[src/rtl/sort4_pkg.sv]
// rtl/sort4_pkg.sv - shared state encoding and compare-exchange step table for sort4_seq
package sort4_pkg;

    typedef enum logic [1:0] {
        IDLE = 2'd0,
        SORT = 2'd1,
        DONE = 2'd2
    } state_t;

    localparam int NSTEPS = 5;

    // One nibble per step, step 0 in the low nibble: {lo_index, hi_index}.
    // Order (0,1), (2,3), (0,2), (1,3), (1,2).
    localparam logic [4*NSTEPS-1:0] STEP_PAIRS = {
        4'b01_10,
        4'b01_11,
        4'b00_10,
        4'b10_11,
        4'b00_01
    };

    function automatic logic [3:0] step_pair(input logic [2:0] step);
        return STEP_PAIRS[4*int'(step) +: 4];
    endfunction

endpackage

[src/rtl/cmp_swap.sv]
// rtl/cmp_swap.sv - combinational compare-exchange; swaps only when x is strictly greater than y
module cmp_swap #(
    parameter int W = 2
) (
    input  logic [W-1:0] x,
    input  logic [W-1:0] y,
    output logic [W-1:0] lo,
    output logic [W-1:0] hi,
    output logic         swapped
);

    assign swapped = (x > y);
    assign lo      = swapped ? y : x;
    assign hi      = swapped ? x : y;

endmodule

[src/rtl/sort4_seq.sv]
// rtl/sort4_seq.sv - sequential 4-element sorter, one shared compare-exchange per cycle
// Optional swap counter port enabled by defining SORT4_SWAPCNT_EN.
module sort4_seq
    import sort4_pkg::*;
#(
    parameter int W = 2
) (
    input  logic         clk,
    input  logic         rst,
    input  logic         in_valid,
    output logic         in_ready,
    input  logic [W-1:0] a,
    input  logic [W-1:0] b,
    input  logic [W-1:0] c,
    input  logic [W-1:0] d,
    output logic         out_valid,
    input  logic         out_ready,
    output logic [W-1:0] min,
    output logic [W-1:0] midl,
    output logic [W-1:0] midh,
    output logic [W-1:0] max
`ifdef SORT4_SWAPCNT_EN
    ,
    output logic [2:0]   swap_cnt
`endif
);

    state_t       state;
    state_t       state_nxt;
    logic [2:0]   step;
    logic [W-1:0] work     [4];
    logic [W-1:0] work_nxt [4];
    logic [W-1:0] res      [4];
    logic [3:0]   pair;
    logic [1:0]   lo_idx;
    logic [1:0]   hi_idx;
    logic [W-1:0] cs_lo;
    logic [W-1:0] cs_hi;
    logic         cs_swapped;
    logic         accept;
    logic         last_step;

    assign pair      = step_pair(step);
    assign lo_idx    = pair[3:2];
    assign hi_idx    = pair[1:0];
    assign last_step = (step == 3'(NSTEPS - 1));

    cmp_swap #(.W(W)) u_cmp_swap (
        .x       (work[lo_idx]),
        .y       (work[hi_idx]),
        .lo      (cs_lo),
        .hi      (cs_hi),
        .swapped (cs_swapped)
    );

    always_comb begin
        work_nxt         = work;
        work_nxt[lo_idx] = cs_lo;
        work_nxt[hi_idx] = cs_hi;
    end

    always_comb begin
        state_nxt = state;
        in_ready  = 1'b0;
        out_valid = 1'b0;
        case (state)
            IDLE: begin
                in_ready = 1'b1;
                if (in_valid) state_nxt = SORT;
            end
            SORT: begin
                if (last_step) state_nxt = DONE;
            end
            DONE: begin
                out_valid = 1'b1;
                in_ready  = out_ready;
                if (out_ready) state_nxt = in_valid ? SORT : IDLE;
            end
            default: state_nxt = IDLE;
        endcase
        accept = in_valid && in_ready;
    end

    always_ff @(posedge clk or posedge rst) begin
        if (rst) state <= IDLE;
        else     state <= state_nxt;
    end

    // Result registers load only on the last step, so they survive the next sort.
    always_ff @(posedge clk or posedge rst) begin
        if (rst) begin
            step <= 3'd0;
            for (int i = 0; i < 4; i++) begin
                work[i] <= '0;
                res[i]  <= '0;
            end
        end else if (accept) begin
            step    <= 3'd0;
            work[0] <= a;
            work[1] <= b;
            work[2] <= c;
            work[3] <= d;
        end else if (state == SORT) begin
            work <= work_nxt;
            step <= last_step ? 3'd0 : step + 3'd1;
            if (last_step) res <= work_nxt;
        end
    end

    assign min  = res[0];
    assign midl = res[1];
    assign midh = res[2];
    assign max  = res[3];

`ifdef SORT4_SWAPCNT_EN
    always_ff @(posedge clk or posedge rst) begin
        if (rst)                              swap_cnt <= 3'd0;
        else if (accept)                      swap_cnt <= 3'd0;
        else if (state == SORT && cs_swapped) swap_cnt <= swap_cnt + 3'd1;
    end
`endif

endmodule

[config.mk]
export PLATFORM = sky130hd
export DESIGN_NAME = sort4_seq
export DESIGN_NICKNAME = d
export VERILOG_FILES = /design/src/rtl/sort4_pkg.sv /design/src/rtl/cmp_swap.sv /design/src/rtl/sort4_seq.sv
export SDC_FILE = /design/constraint.sdc
export NUM_CORES = 1
export LEC_CHECK = 0
export CAP_MARGIN = 30
export CORE_MARGIN = 2
export CORE_UTILIZATION = 60
export CTS_BUF_LIST = sky130_fd_sc_hd__clkbuf_8
export CTS_CLUSTER_SIZE = 16
export DETAILED_ROUTE_END_ITERATION = 12
export PLACE_DENSITY = 0.86
export SLEW_MARGIN = 10
export SYNTH_ARGS = -nofsm -noshare
export SYNTH_HDL_FRONTEND = slang
export SYNTH_HIERARCHICAL = 1
export SYNTH_SLANG_ARGS = --single-unit
[constraint.sdc]
create_clock -name clk -period 8.9 [get_ports clk]
set_clock_uncertainty 0.15 [all_clocks]
set_input_delay 1.78 -clock clk [delete_from_list [all_inputs] [get_ports clk]]
set_output_delay 1.78 -clock clk [all_outputs]
set_load 0.005 [all_outputs]
==> results of run 1 <==
## power breakdown
group          internal (mW)  switching, mW  leakage [nW]
Sequential             0.140         0.0544         0.264
Combinational          0.241          0.284         0.515
Clock                 0.0313         0.0358        0.0255
Total                  0.412          0.374         0.804
## worst paths after layout
kind / cells after the start / to / slack (ps)
worst max-delay path: 4 / in_ready / 3670
worst min-delay path: 2 / max[1] / 330
worst max register to register: 13 / work[0] / 5190
worst min register to register: 2 / max[1] / 330
max in group asynchronous: 2 / step[2] / 6260
min in group asynchronous: 2 / work[6] / 1820
## cell usage in the layout (no fill, tap or decap), types with 4 or more instances in the layout
cell type / count
inv_1: 10
nor2_1: 6
nand3_1: 7
a221o_1: 4
dfrtp_1: 21
a2bb2oi_1: 5
a21oi_1: 4
ha_1: 10
o21ai_0: 7
mux2i_1: 8
clkdlybuf4s50_1: 21
a31oi_1: 9
nand2b_1: 7
nand2_1: 17
nor2b_1: 8
## flip-flops by register name, summed over array words and instances (netlist names)
signal	flops
max	2
midh	2
midl	2
min	2
state	2
step	3
work	8
## worst max-delay path, cell delays in order
cell	delay (ps)
clkdlybuf4s50_1	500
nand2b_1	340
and2_1	190
clkdlybuf4s50_1	490
## per-layer routing
| layer | vias up | GRT usage (%) | share of wire (%) |
|---|---|---|---|
| li1 | 667 | - | - |
| met2 | 56 | 45.07 | 50 |
| met3 | 11 | 4.450 | 6.1 |
| met1 | 689 | 35.04 | 41 |
| met5 | - | 0 | 0 |
| met4 | 0 | 13.59 | 2.4 |
## cell type report
cell class	count	area, um2
multi-input combinational	132	957.2
fill	194	655.6
sequential	21	525.5
timing repair buffer	22	217.7
clock buffer	3	41.29
inverter	10	37.54
tap	30	37.54
clock inverter	1	5.005
==> impl_metrics.env, run 1 <==
export IMPL_finalWorstPathRequiredPeriod_ps=5227
export IMPL_grt_max_degree=22
export IMPL_antenna_left=0
export IMPL_period_share_pct=58.73
export IMPL_cts_root_buf="clkbuf_8"
export IMPL_dp_cells=215
export IMPL_io_buffers=21
export IMPL_worstPathRequired_ps=6970
export IMPL_dp_hpwl_um=2826
export IMPL_syn_nets=195
export IMPL_area_growth_pct=15.74
export IMPL_final_setup_tns_ps=0
export IMPL_wl_per_cell_um=17.82
export IMPL_critPathLaunch="out_ready"
export IMPL_grt_pass1_vias=1461
export IMPL_min_from="max[1]"
export IMPL_drive_above_1_share_pct=7.937
export IMPL_min_path_type="reg2reg"
export IMPL_dp_slack_ps=3686
export IMPL_gp_congestion=0.9521
export IMPL_grt_ovfl_total=0
export IMPL_grt_pass1_wl_um=6775
export IMPL_avgSynthCellArea_um2=9.098
export IMPL_h_tree_depth=1
export IMPL_die_area_um2=3049
export IMPL_ys_warnings_count=6
export IMPL_syn_inst=173
export IMPL_status="completed"
export IMPL_drt_iter0_markers=61
export IMPL_cap_violations=0
export IMPL_finalPower_uw=786.0
export IMPL_core_area_um2=2477
export IMPL_routed_wl_um=3903
export IMPL_p_per_area_nw_per_um2=431.5
export IMPL_fmax_mhz=191.3
export IMPL_relSlewSlack_pct=44.80
export IMPL_clock_path_buffers=2
export IMPL_maxSlewViolCount=0
export IMPL_drt_first_pass_iters=4
export IMPL_crit_arrival_ps=3300
export IMPL_rsz0062_at_grt="false"
export IMPL_vdd_drop_max_v=0.0004395
export IMPL_whs_ps=334.5
export IMPL_postLayoutCoreUtil_pct=73.54
export IMPL_cts_resized=0
export IMPL_stdcell_count=219
export IMPL_via_count=1423
export IMPL_power_leakage_nw=0.8039
export IMPL_finalWorstSetupSlack_ps=3673
export IMPL_postCtsSetupBuffers=0
export IMPL_clk_latency_ps=270
export IMPL_cts_tree="yes"
export IMPL_cts_sinks=21
export IMPL_antenna_found_initial=0
export IMPL_timing_critical_path_fanout_max=10
export IMPL_vias_per_cell=6.498
export IMPL_num_rows=18
export IMPL_finalNetCount=212
export IMPL_fp_dieH_um=55.22
export IMPL_r2r_start="step[0]"
export IMPL_cts_hold_buffers=0
export IMPL_start_util_pct=63.54
export IMPL_worstSetupEndpointType="output port"
export IMPL_post_dp_cell_area_um2=1775
export IMPL_n_antenna_cell=0
export IMPL_track_usage_pct=27.48
export IMPL_final_area_um2=1822
export IMPL_path_clk_slew_ps=80
export IMPL_worst_pin_slew_ps=827.1
export IMPL_drc=0
export IMPL_cts_buffers=3
export IMPL_finalHoldViolations=0
export IMPL_finalSetupViolations=0
export IMPL_ios=22
export IMPL_cp_start_kind="input port"
export IMPL_netlist_area_um2=1574
export IMPL_path_class="in2out"
export IMPL_die_x_um=55.22
No activity file was read; power rests on OpenSTA's default activity.
==> run 2, diff against run 1 <==
CORE_UTILIZATION = 56   (was 60)
PLACE_DENSITY = 0.81   (was 0.86)
clock period = 5.2 ns   (was 8.9 ns; I/O delays follow)
==> run 2 against run 1 <==
Core utilization is 6.2 points lower; global-route usage is 2.5 points lower; final cell count is 0.46% higher; non-clock buffer count stayed put; sequential cell count stayed put; first-iteration DRC count is 13% higher; wire length is 4.1% lower; setup slack worse by 2300 ps; critical path type unchanged; largest power group unchanged.
==> impl_metrics.env, run 2 (synthesized netlist as in run 1, its figures left out) <==
export IMPL_h_tree_depth=1
export IMPL_cts_resized=0
export IMPL_ios=22
export IMPL_routed_wl_um=3744
export IMPL_r2r_start="step[0]"
export IMPL_clock_path_buffers=2
export IMPL_critPathLaunch="out_ready"
export IMPL_min_from="min[0]"
export IMPL_cts_sinks=21
export IMPL_track_usage_pct=25.01
export IMPL_io_buffers=21
export IMPL_postCtsSetupBuffers=0
export IMPL_timing_critical_path_fanout_max=10
export IMPL_cts_hold_buffers=0
export IMPL_clk_latency_ps=270
export IMPL_drive_above_1_share_pct=7.937
export IMPL_largestRegisters="work x8, step x3"
export IMPL_final_seq_area_um2=525.5
export IMPL_vias_per_cell=6.373
export IMPL_cts_buffers=3
export IMPL_drc=0
export IMPL_grt_pass1_vias=1358
export IMPL_cts_tree="yes"
export IMPL_reg2reg_slack_ps=1620
export IMPL_finalNetCount=212
export IMPL_regMostFlops="work"
export IMPL_finalSetupViolations=0
export IMPL_die_area_um2=3251
export IMPL_finalWorstSetupSlack_ps=1411
export IMPL_path_clk_slew_ps=90
export IMPL_drt_iter0_markers=69
export IMPL_worst_pin_slew_ps=780.8
export IMPL_num_rows=19
export IMPL_start_util_pct=58.08
export IMPL_finalWorstPathRequiredPeriod_ps=3789
export IMPL_power_leakage_nw=0.8001
export IMPL_min_path_type="reg2reg"
export IMPL_cp_start_kind="input port"
export IMPL_antenna_left=0
export IMPL_period_share_pct=72.86
export IMPL_grt_pass1_wl_um=6382
export IMPL_path_class="in2out"
export IMPL_final_setup_tns_ps=0
export IMPL_crit_arrival_ps=2600
export IMPL_status="completed"
export IMPL_grt_max_degree=22
export IMPL_dp_hpwl_um=2670
export IMPL_gp_congestion=0.9042
export IMPL_largest_reg_flops=8
export IMPL_finalHoldViolations=0
export IMPL_vdd_drop_max_v=0.0005487
export IMPL_wl_per_cell_um=17.02
export IMPL_layout_common_cells="clkdlybuf4s50_1, dfrtp_1, nand2_1, inv_1, ha_1"
export IMPL_core_area_um2=2710
export IMPL_dp_slack_ps=1423
export IMPL_rsz0062_at_grt="false"
export IMPL_worstSetupEndpointType="output port"
export IMPL_n_antenna_cell=0
export IMPL_cap_violations=0
export IMPL_postLayoutCoreUtil_pct=67.36
export IMPL_fp_dieH_um=57.02
export IMPL_die_x_um=57.02
export IMPL_drt_first_pass_iters=4
export IMPL_worstPathRequired_ps=4010
export IMPL_maxSlewViolCount=0
export IMPL_fmax_mhz=264.0
export IMPL_area_growth_pct=15.98
export IMPL_num_fill_cells=244
export IMPL_relSlewSlack_pct=47.84
export IMPL_cts_root_buf="clkbuf_8"
export IMPL_p_per_area_nw_per_um2=724.9
export IMPL_multi_input_area_um2=957.2
export IMPL_antenna_found_initial=0
export IMPL_via_count=1402
export IMPL_grt_ovfl_total=0
## run 2: cell types whose count changed in the layout (fill, tap and decap cells not counted)
cell / previous run / this run
clkinv_2: 1 / 0
clkinvlp_4: 0 / 1
## run 2: per-layer routing
layer / routed length [um] / global-route usage (%)
met4: 65 / 8.638
met1: 1681 / 33.97
met3: 223 / 4.308
met5: 0 / 0
met2: 1775 / 40.72
## run 2: final timing paths
path,to,depth (start not counted)
min in group asynchronous,midh[0],2
setup / recovery,in_ready,4
max in group asynchronous,work[3],2
hold / removal,min[0],2
hold reg to reg,min[0],2
setup reg to reg,work[0],13
## run 2: report_power, final
| part | leakage, nW | internal, mW | switching (mW) |
|---|---|---|---|
| clock | 0.0217 | 0.0541 | 0.0566 |
| sequential | 0.264 | 0.240 | 0.0931 |
| combinational | 0.515 | 0.413 | 0.466 |
| total | 0.800 | 0.707 | 0.616 |
## run 2: stage by stage
stage          instance area, um2  instances  power, mW  hold slack [ps]
2_1_floorplan                1574        173     0.9687            323.3
3_3_place_gp                 1769        215      1.157            315.2
3_5_place_dp                 1769        215      1.194            324.5
4_1_cts                      1818        219      1.312            344.9
5_1_grt                      1826        220      1.442            385.3
6_report                     1826        220      1.323            336.4
## run 2: cell type report
type / instances / area share, %
sequential: 21 / 28.79
multi-input combinational: 132 / 52.43
clock inverter: 1 / 0.4112
timing repair buffer: 22 / 11.93
inverter: 10 / 2.056
clock buffer: 3 / 2.262
tap: 31 / 2.125
## run 2: critical path, stage by stage
cell and delay [ps]:
clkdlybuf4s50_1 490, nand2b_1 370, and2_1 190, clkdlybuf4s50_1 500
